## src/rtl/apb_timer_pkg.sv

```systemverilog
// Shared register offsets, bit positions and the byte-lane merge helper
// for the APB timer completer.
package apb_timer_pkg;

    localparam logic [4:0] OFS_CTRL   = 5'h00;
    localparam logic [4:0] OFS_PRESC  = 5'h04;
    localparam logic [4:0] OFS_COUNT  = 5'h08;
    localparam logic [4:0] OFS_CMP    = 5'h0C;
    localparam logic [4:0] OFS_STATUS = 5'h10;

    localparam int EN          = 0;
    localparam int AUTO_RELOAD = 1;
    localparam int IRQ_EN      = 2;
    localparam int MATCH       = 0;

    function automatic logic [31:0] strb_merge(input logic [31:0] old_v,
                                               input logic [31:0] new_v,
                                               input logic [3:0]  strb);
        logic [31:0] r;
        r = old_v;
        for (int i = 0; i < 4; i++) begin
            if (strb[i]) r[8*i +: 8] = new_v[8*i +: 8];
        end
        return r;
    endfunction

endpackage

```

## src/rtl/apb_timer_slave_wait.sv

```systemverilog
// Access-phase wait-state counter: holds PREADY low for WAIT_STATES cycles
// and flags the completing cycle.
module apb_slave_wait #(
    parameter int WAIT_STATES = 0
) (
    input  logic clk,
    input  logic rst,
    input  logic psel,
    input  logic penable,
    output logic pready,
    output logic xfer_done
);

    localparam logic [3:0] WS = 4'(WAIT_STATES);

    logic [3:0] wcnt_q, wcnt_d;

    // Gated by rst so a zero-wait completer cannot show PREADY while in reset.
    assign pready    = psel & penable & ~rst & (wcnt_q == WS);
    assign xfer_done = pready;

    always_comb begin
        wcnt_d = wcnt_q;
        if (!psel || pready) begin
            wcnt_d = '0;
        end else if (penable && (wcnt_q < WS)) begin
            wcnt_d = wcnt_q + 4'd1;
        end
    end

    always_ff @(posedge clk or posedge rst) begin
        if (rst) wcnt_q <= '0;
        else     wcnt_q <= wcnt_d;
    end

endmodule

```

## src/rtl/apb_timer_slave.sv

```systemverilog
// APB completer hosting a prescaled 32-bit timer with compare match,
// auto-reload and a level interrupt.
module apb_timer_slave
    import apb_timer_pkg::*;
#(
    parameter int WAIT_STATES = 0,
    parameter int PRESC_W     = 16
) (
    input  logic        PCLK,
    input  logic        PRESET,
    input  logic        PSEL,
    input  logic        PENABLE,
    input  logic [31:0] PADDR,
    input  logic        PWRITE,
    input  logic [31:0] PWDATA,
    input  logic [3:0]  PSTRB,
    output logic [31:0] PRDATA,
    output logic        PREADY,
    output logic        PSLVERR,
    output logic        IRQ
);

    logic               xfer_done;
    logic [4:0]         ofs;
    logic               addr_err;
    logic               wr;
    logic [31:0]        rdata;

    logic [2:0]         ctrl_q,  ctrl_d;
    logic [PRESC_W-1:0] presc_q, presc_d;
    logic [PRESC_W-1:0] pcnt_q,  pcnt_d;
    logic [31:0]        count_q, count_d;
    logic [31:0]        cmp_q,   cmp_d;
    logic               match_q, match_d;

    logic               tick, hit;
    logic [31:0]        ctrl_m, presc_m, count_m, cmp_m;
    logic               unused_bits;

    apb_slave_wait #(.WAIT_STATES(WAIT_STATES)) u_wait (
        .clk       (PCLK),
        .rst       (PRESET),
        .psel      (PSEL),
        .penable   (PENABLE),
        .pready    (PREADY),
        .xfer_done (xfer_done)
    );

    assign ofs      = PADDR[4:0];
    assign addr_err = (ofs[1:0] != 2'b00) || (ofs > OFS_STATUS);
    assign wr       = xfer_done & PWRITE & ~addr_err;

    assign tick = ctrl_q[EN] & (pcnt_q == presc_q);
    assign hit  = tick & (count_q == cmp_q);

    assign ctrl_m  = strb_merge(32'(ctrl_q),  PWDATA, PSTRB);
    assign presc_m = strb_merge(32'(presc_q), PWDATA, PSTRB);
    assign count_m = strb_merge(count_q,      PWDATA, PSTRB);
    assign cmp_m   = strb_merge(cmp_q,        PWDATA, PSTRB);

    assign unused_bits = ^{PADDR[31:5], ctrl_m[31:3]};

    always_comb begin
        ctrl_d  = ctrl_q;
        presc_d = presc_q;
        pcnt_d  = pcnt_q;
        count_d = count_q;
        cmp_d   = cmp_q;
        match_d = match_q;

        // Timer advance first so that a same-cycle APB write overrides it.
        if (ctrl_q[EN]) pcnt_d = tick ? '0 : pcnt_q + PRESC_W'(1);
        if (tick) count_d = (hit && ctrl_q[AUTO_RELOAD]) ? '0 : count_q + 32'd1;

        if (wr) begin
            case (ofs)
                OFS_CTRL:  ctrl_d = ctrl_m[2:0];
                OFS_PRESC: begin
                    presc_d = PRESC_W'(presc_m);
                    pcnt_d  = '0;
                end
                OFS_COUNT: count_d = count_m;
                OFS_CMP:   cmp_d   = cmp_m;
                OFS_STATUS: if (PSTRB[0] && PWDATA[MATCH]) match_d = 1'b0;
                default: ;
            endcase
        end

        if (hit) match_d = 1'b1;
    end

    always_ff @(posedge PCLK or posedge PRESET) begin
        if (PRESET) begin
            ctrl_q  <= '0;
            presc_q <= '0;
            pcnt_q  <= '0;
            count_q <= '0;
            cmp_q   <= '0;
            match_q <= 1'b0;
        end else begin
            ctrl_q  <= ctrl_d;
            presc_q <= presc_d;
            pcnt_q  <= pcnt_d;
            count_q <= count_d;
            cmp_q   <= cmp_d;
            match_q <= match_d;
        end
    end

    always_comb begin
        rdata = '0;
        case (ofs)
            OFS_CTRL:   rdata = 32'(ctrl_q);
            OFS_PRESC:  rdata = 32'(presc_q);
            OFS_COUNT:  rdata = count_q;
            OFS_CMP:    rdata = cmp_q;
            OFS_STATUS: rdata = 32'(match_q);
            default:    rdata = '0;
        endcase
    end

    assign PRDATA  = (PREADY && !addr_err) ? rdata : '0;
    assign PSLVERR = PREADY & addr_err;
    assign IRQ     = match_q & ctrl_q[IRQ_EN];

endmodule

```

## config.mk

```make
export PLATFORM = sky130hd
export DESIGN_NAME = apb_timer_slave
export DESIGN_NICKNAME = d
export VERILOG_FILES = /design/src/rtl/apb_timer_pkg.sv /design/src/rtl/apb_timer_slave_wait.sv /design/src/rtl/apb_timer_slave.sv
export SDC_FILE = /design/constraint.sdc
export NUM_CORES = 1
export LEC_CHECK = 0
export CAP_MARGIN = 40
export CORE_AREA = 2 2 141 143
export DETAILED_ROUTE_END_ITERATION = 16
export DIE_AREA = 0 0 143 145
export RECOVER_POWER = 100
export SLEW_MARGIN = 5
export SYNTH_ARGS = -nofsm -noshare
export SYNTH_HDL_FRONTEND = slang
export SYNTH_SLANG_ARGS = --single-unit
```

## constraint.sdc

```tcl
create_clock -name PCLK -period 7.6 [get_ports PCLK]
set_clock_uncertainty 0.15 [all_clocks]
set_input_delay 1.52 -clock PCLK [delete_from_list [all_inputs] [get_ports PCLK]]
set_output_delay 1.52 -clock PCLK [all_outputs]
set_load 0.1 [all_outputs]
```

==> qor.csv <==
stage,metric,value,unit
critical_path,path depth of the worst reg2reg path,8,
sta,Final period util,85.9,%
sta,Final setup viols,0,
sta,setup TNS,0,ns
final_layout,Final nets,793,
routing,vias per cell,5.21,
sta,RSZ-0062 raised after global routing,no,
routing,Final ANT Viol Nets,0,
yosys,average cell area after synthesis,9.56,sq um
critical_path,Crit-path slowest cell,and2_0,
floorplan,Core Footprint,19200,sq um
critical_path,crit-path cells,dlygate4sd3_1 -> nor2b_1 -> and2_0 -> a22oi_1 -> nor2_1 -> clkbuf_1,
placement,gp weighted congestion,0.859,
yosys,register area share after synthesis,40.2,%
routing,DR WL/cell,18.8,um
floorplan,number of core rows,51,
critical_path,CP endpoint kind,primary output,
yosys,number of synthesized flops with an enable pin,0,
placement,DP Area,7230,sq um
critical_path,Required @ worst endpoint,5.93,ns
min_path,Min-Delay Endpoint,ctrl_q[2]$_DFFE_PP0P_,
final_layout,# diodes,0,
run,max cap viols,1,
clock_network,clock latency on the worst-skew pair,0.36,ns
yosys,yosys warns,0,
critical_path,crit path kind,primary input to primary output,
final_layout,Layout Cells excl Fill,988,
floorplan,die area,20700,sq um
yosys,most used flip-flop cell after synthesis,dfrtp_1,
critical_path,WP buf/inv,2,
pwr,maximum VDD drop,102,uV
critical_path,Worst R2R Start,count_q[4]$_DFFE_PP0P_,
routing,Post-route DRC,0,
clock_network,H-Tree Depth,3,
min_path,hold path startpoint,ctrl_q[2]$_DFFE_PP0P_,
final_layout,post-route cell area,7350,sq um
floorplan,Ports,108,
floorplan,initial core utilization,32.4,%
critical_path,R2R Setup Slk,3.85,ns
routing,Iter 0 DRT Violations,353,
grt,gr usage total,18.3,%
yosys,post-synth cell types,58,
grt,initial antenna violation count,0,
run_status,failing checks,"capacitance limit, slew limit",
final_layout,Area Overhead vs Synth,18.1,%
clock_network,post-CTS setup repair buffer count,0,
clock_network,hold buffers post-CTS,0,
final_layout,layout cells sized above 1,11.2,%
grt,vias in the first global route,5171,
clock_network,clk sinks,100,
sta,WHS,0.391,ns
clock_network,clk slew on worst S/H paths,0.06,ns
routing,TritonRoute pass-1 iters,5,
min_path,Hold WC Path Type,flip-flop to flip-flop,
critical_path,cell family with most CP delay,buffers and inverters,
placement,dpl hpwl,13800,um
clock_network,CTS root buffer,clkbuf_16,
routing,total wire length,18600,um
sta,maximum clock rate,153,MHz
grt,gr ovfl total,0,
grt,first-pass GRT wire length,29500,um
critical_path,CP Launch Type,primary input,
pwr,Power per Cell Area,162,nW/um^2
floorplan,die span in x,143,um
clock_network,CTS resizes,0,
critical_path,worst path arrival time,4.86,ns
yosys,"flops & latches, synth",100,
yosys,synthesized netlist cell count,651,
routing,Via Count,5149,
placement,placed cell count,972,
floorplan,Die Ht,145,um
critical_path,Reg-to-Reg End,count_q[2]$_DFFE_PP0P_,
yosys,syn nets,726,
clock_network,Max Root-Sink Buffers,2,
clock_network,CTS tree,done,
clock_network,CTS buffer count,9,
pwr,P_leak,2.97,nW
min_path,worst hold path depth,1,
final_layout,Fill cells,1954,
critical_path,crit path max fanout,19,
critical_path,delay of the slowest critical-path stage,0.95,ns
placement,port bufs,80,
yosys,synthesized area,6230,sq um
sta,minimum clock period,6.53,ns
run_status,status,finished with violations,
grt,largest net degree at the start of global routing,48,
sta,Final Slew Violations,36,
sta,Final Hold Fails,0,
sta,Worst Tran Pin Value,1.63,ns
yosys,"Async S/R FF share, synth",100,%
sta,worst rel slew slack,-9.14,%
sequential cells by signal, summed over array words and instances (netlist names):
register / flops
cmp_q: 32
count_q: 32
pcnt_q: 16
presc_q: 16
ctrl_q: 3
match_q: 1
cell usage after synthesis, drive strengths merged (4+ instances only):
master,count,area share [%]
and2,7,0.70
nor4,10,1.0
dfrtp,100,40
nand3,32,2.7
nor2,63,3.8
mux2,59,11
mux2i,11,1.8
xnor2,27,3.8
o21ai,23,1.8
o21a,4,0.48
xor2,43,6.0
buf,22,2.4
nand4,19,2.1
and3,20,2.0
a21oi,16,1.3
a21o,8,0.96
a22oi,33,4.0
nand2,50,3.0
o31a,5,0.70
a31oi,5,0.50
clkbuf,13,0.78
inv,16,0.96
nor3,11,1.5
o31ai,4,0.48
nand2b,5,0.50
o22ai,11,1.1
where the power goes:
group          leakage, nW  switching [mW]  internal, mW
logic                 1.62          0.0714        0.0617
clock network        0.148           0.214         0.274
registers             1.20          0.0224         0.548
worst reg2reg max path, delay by kind of cell, from the launching register on:
family / cells / cell delay, ns
compound gates: 3 / 0.81
simple gates: 3 / 1.15
xor+xnor: 1 / 0.21
flops: 1 / 0.47
buf+inv: 1 / 0.85
cells by family (layout without fill, tap and decap cells):
logic type / count (synthesis) / after routing / synth area share [%]
compound gates: 124 / 124 / 13.4
xor+xnor: 70 / 70 / 9.85
fa+ha+maj: 2 / 2 / 0.402
buf+inv: 51 / 123 / 4.12
flops: 100 / 100 / 40.2
mux: 71 / 71 / 12.8
simple gates: 233 / 233 / 19.2
layout make-up:
| class | count | area, sq um | area share, % |
|---|---|---|---|
| inverters | 16 | 61.3 | 0.834 |
| repair buffers | 91 | 677 | 9.21 |
| multi-input cells | 500 | 3470 | 47.2 |
| well taps | 265 | 332 | 4.51 |
| flip-flops and latches | 100 | 2500 | 34.0 |
| clock buffers | 11 | 253 | 3.44 |
| clock inverters | 5 | 58.8 | 0.800 |
worst max-delay path by stage:
| stage | depth (start not counted) | start | endpoint | slack (ns) |
|---|---|---|---|---|
| 6_report | 6 | PADDR[2] | PRDATA[23] | 1.07 |
| 3_3_place_gp | 6 | PADDR[2] | PRDATA[29] | 1.99 |
| 4_1_cts | 6 | PADDR[2] | PRDATA[29] | 1.96 |
| 2_1_floorplan | 3 | PRESET | PRDATA[0] | 1.59 |
| 5_1_grt | 6 | PADDR[2] | PRDATA[23] | 0.92 |
| 3_5_place_dp | 6 | PADDR[2] | PRDATA[29] | 1.97 |
layer usage:
metal  share of wire (%)  wire length [um]  global-route usage [%]
met1                  47              8810                    26.1
met4                 1.7               325                    4.36
met3                 5.2               961                    4.59
met2                  46              8480                    27.9
met5                   0                 0                       0
placed cells by master (no fill, tap or decap), types with 20 or more instances in the layout:
cell type,instances
dfrtp_1,100
nor2_1,62
mux2_2,50
nand2_1,50
clkdlybuf4s50_1,46
xor2_1,43
clkbuf_1,39
a22oi_1,33
nand3_1,31
xnor2_1,27
o21ai_0,23
and3_1,20
per-stage QoR:
| stage | util (%) | total power, mW | setup slack (ns) |
|---|---|---|---|
| 3_3_place_gp | 37.1 | 0.711 | 1.99 |
| 4_1_cts | 39.3 | 1.20 | 1.96 |
| 2_1_floorplan | - | 0.655 | 1.59 |
| 6_report | 38.3 | 1.19 | 1.07 |
| 5_1_grt | 38.3 | 1.24 | 0.918 |
| 3_5_place_dp | 37.6 | 0.715 | 1.97 |
Note: power is estimated with default switching activity, not from simulation.
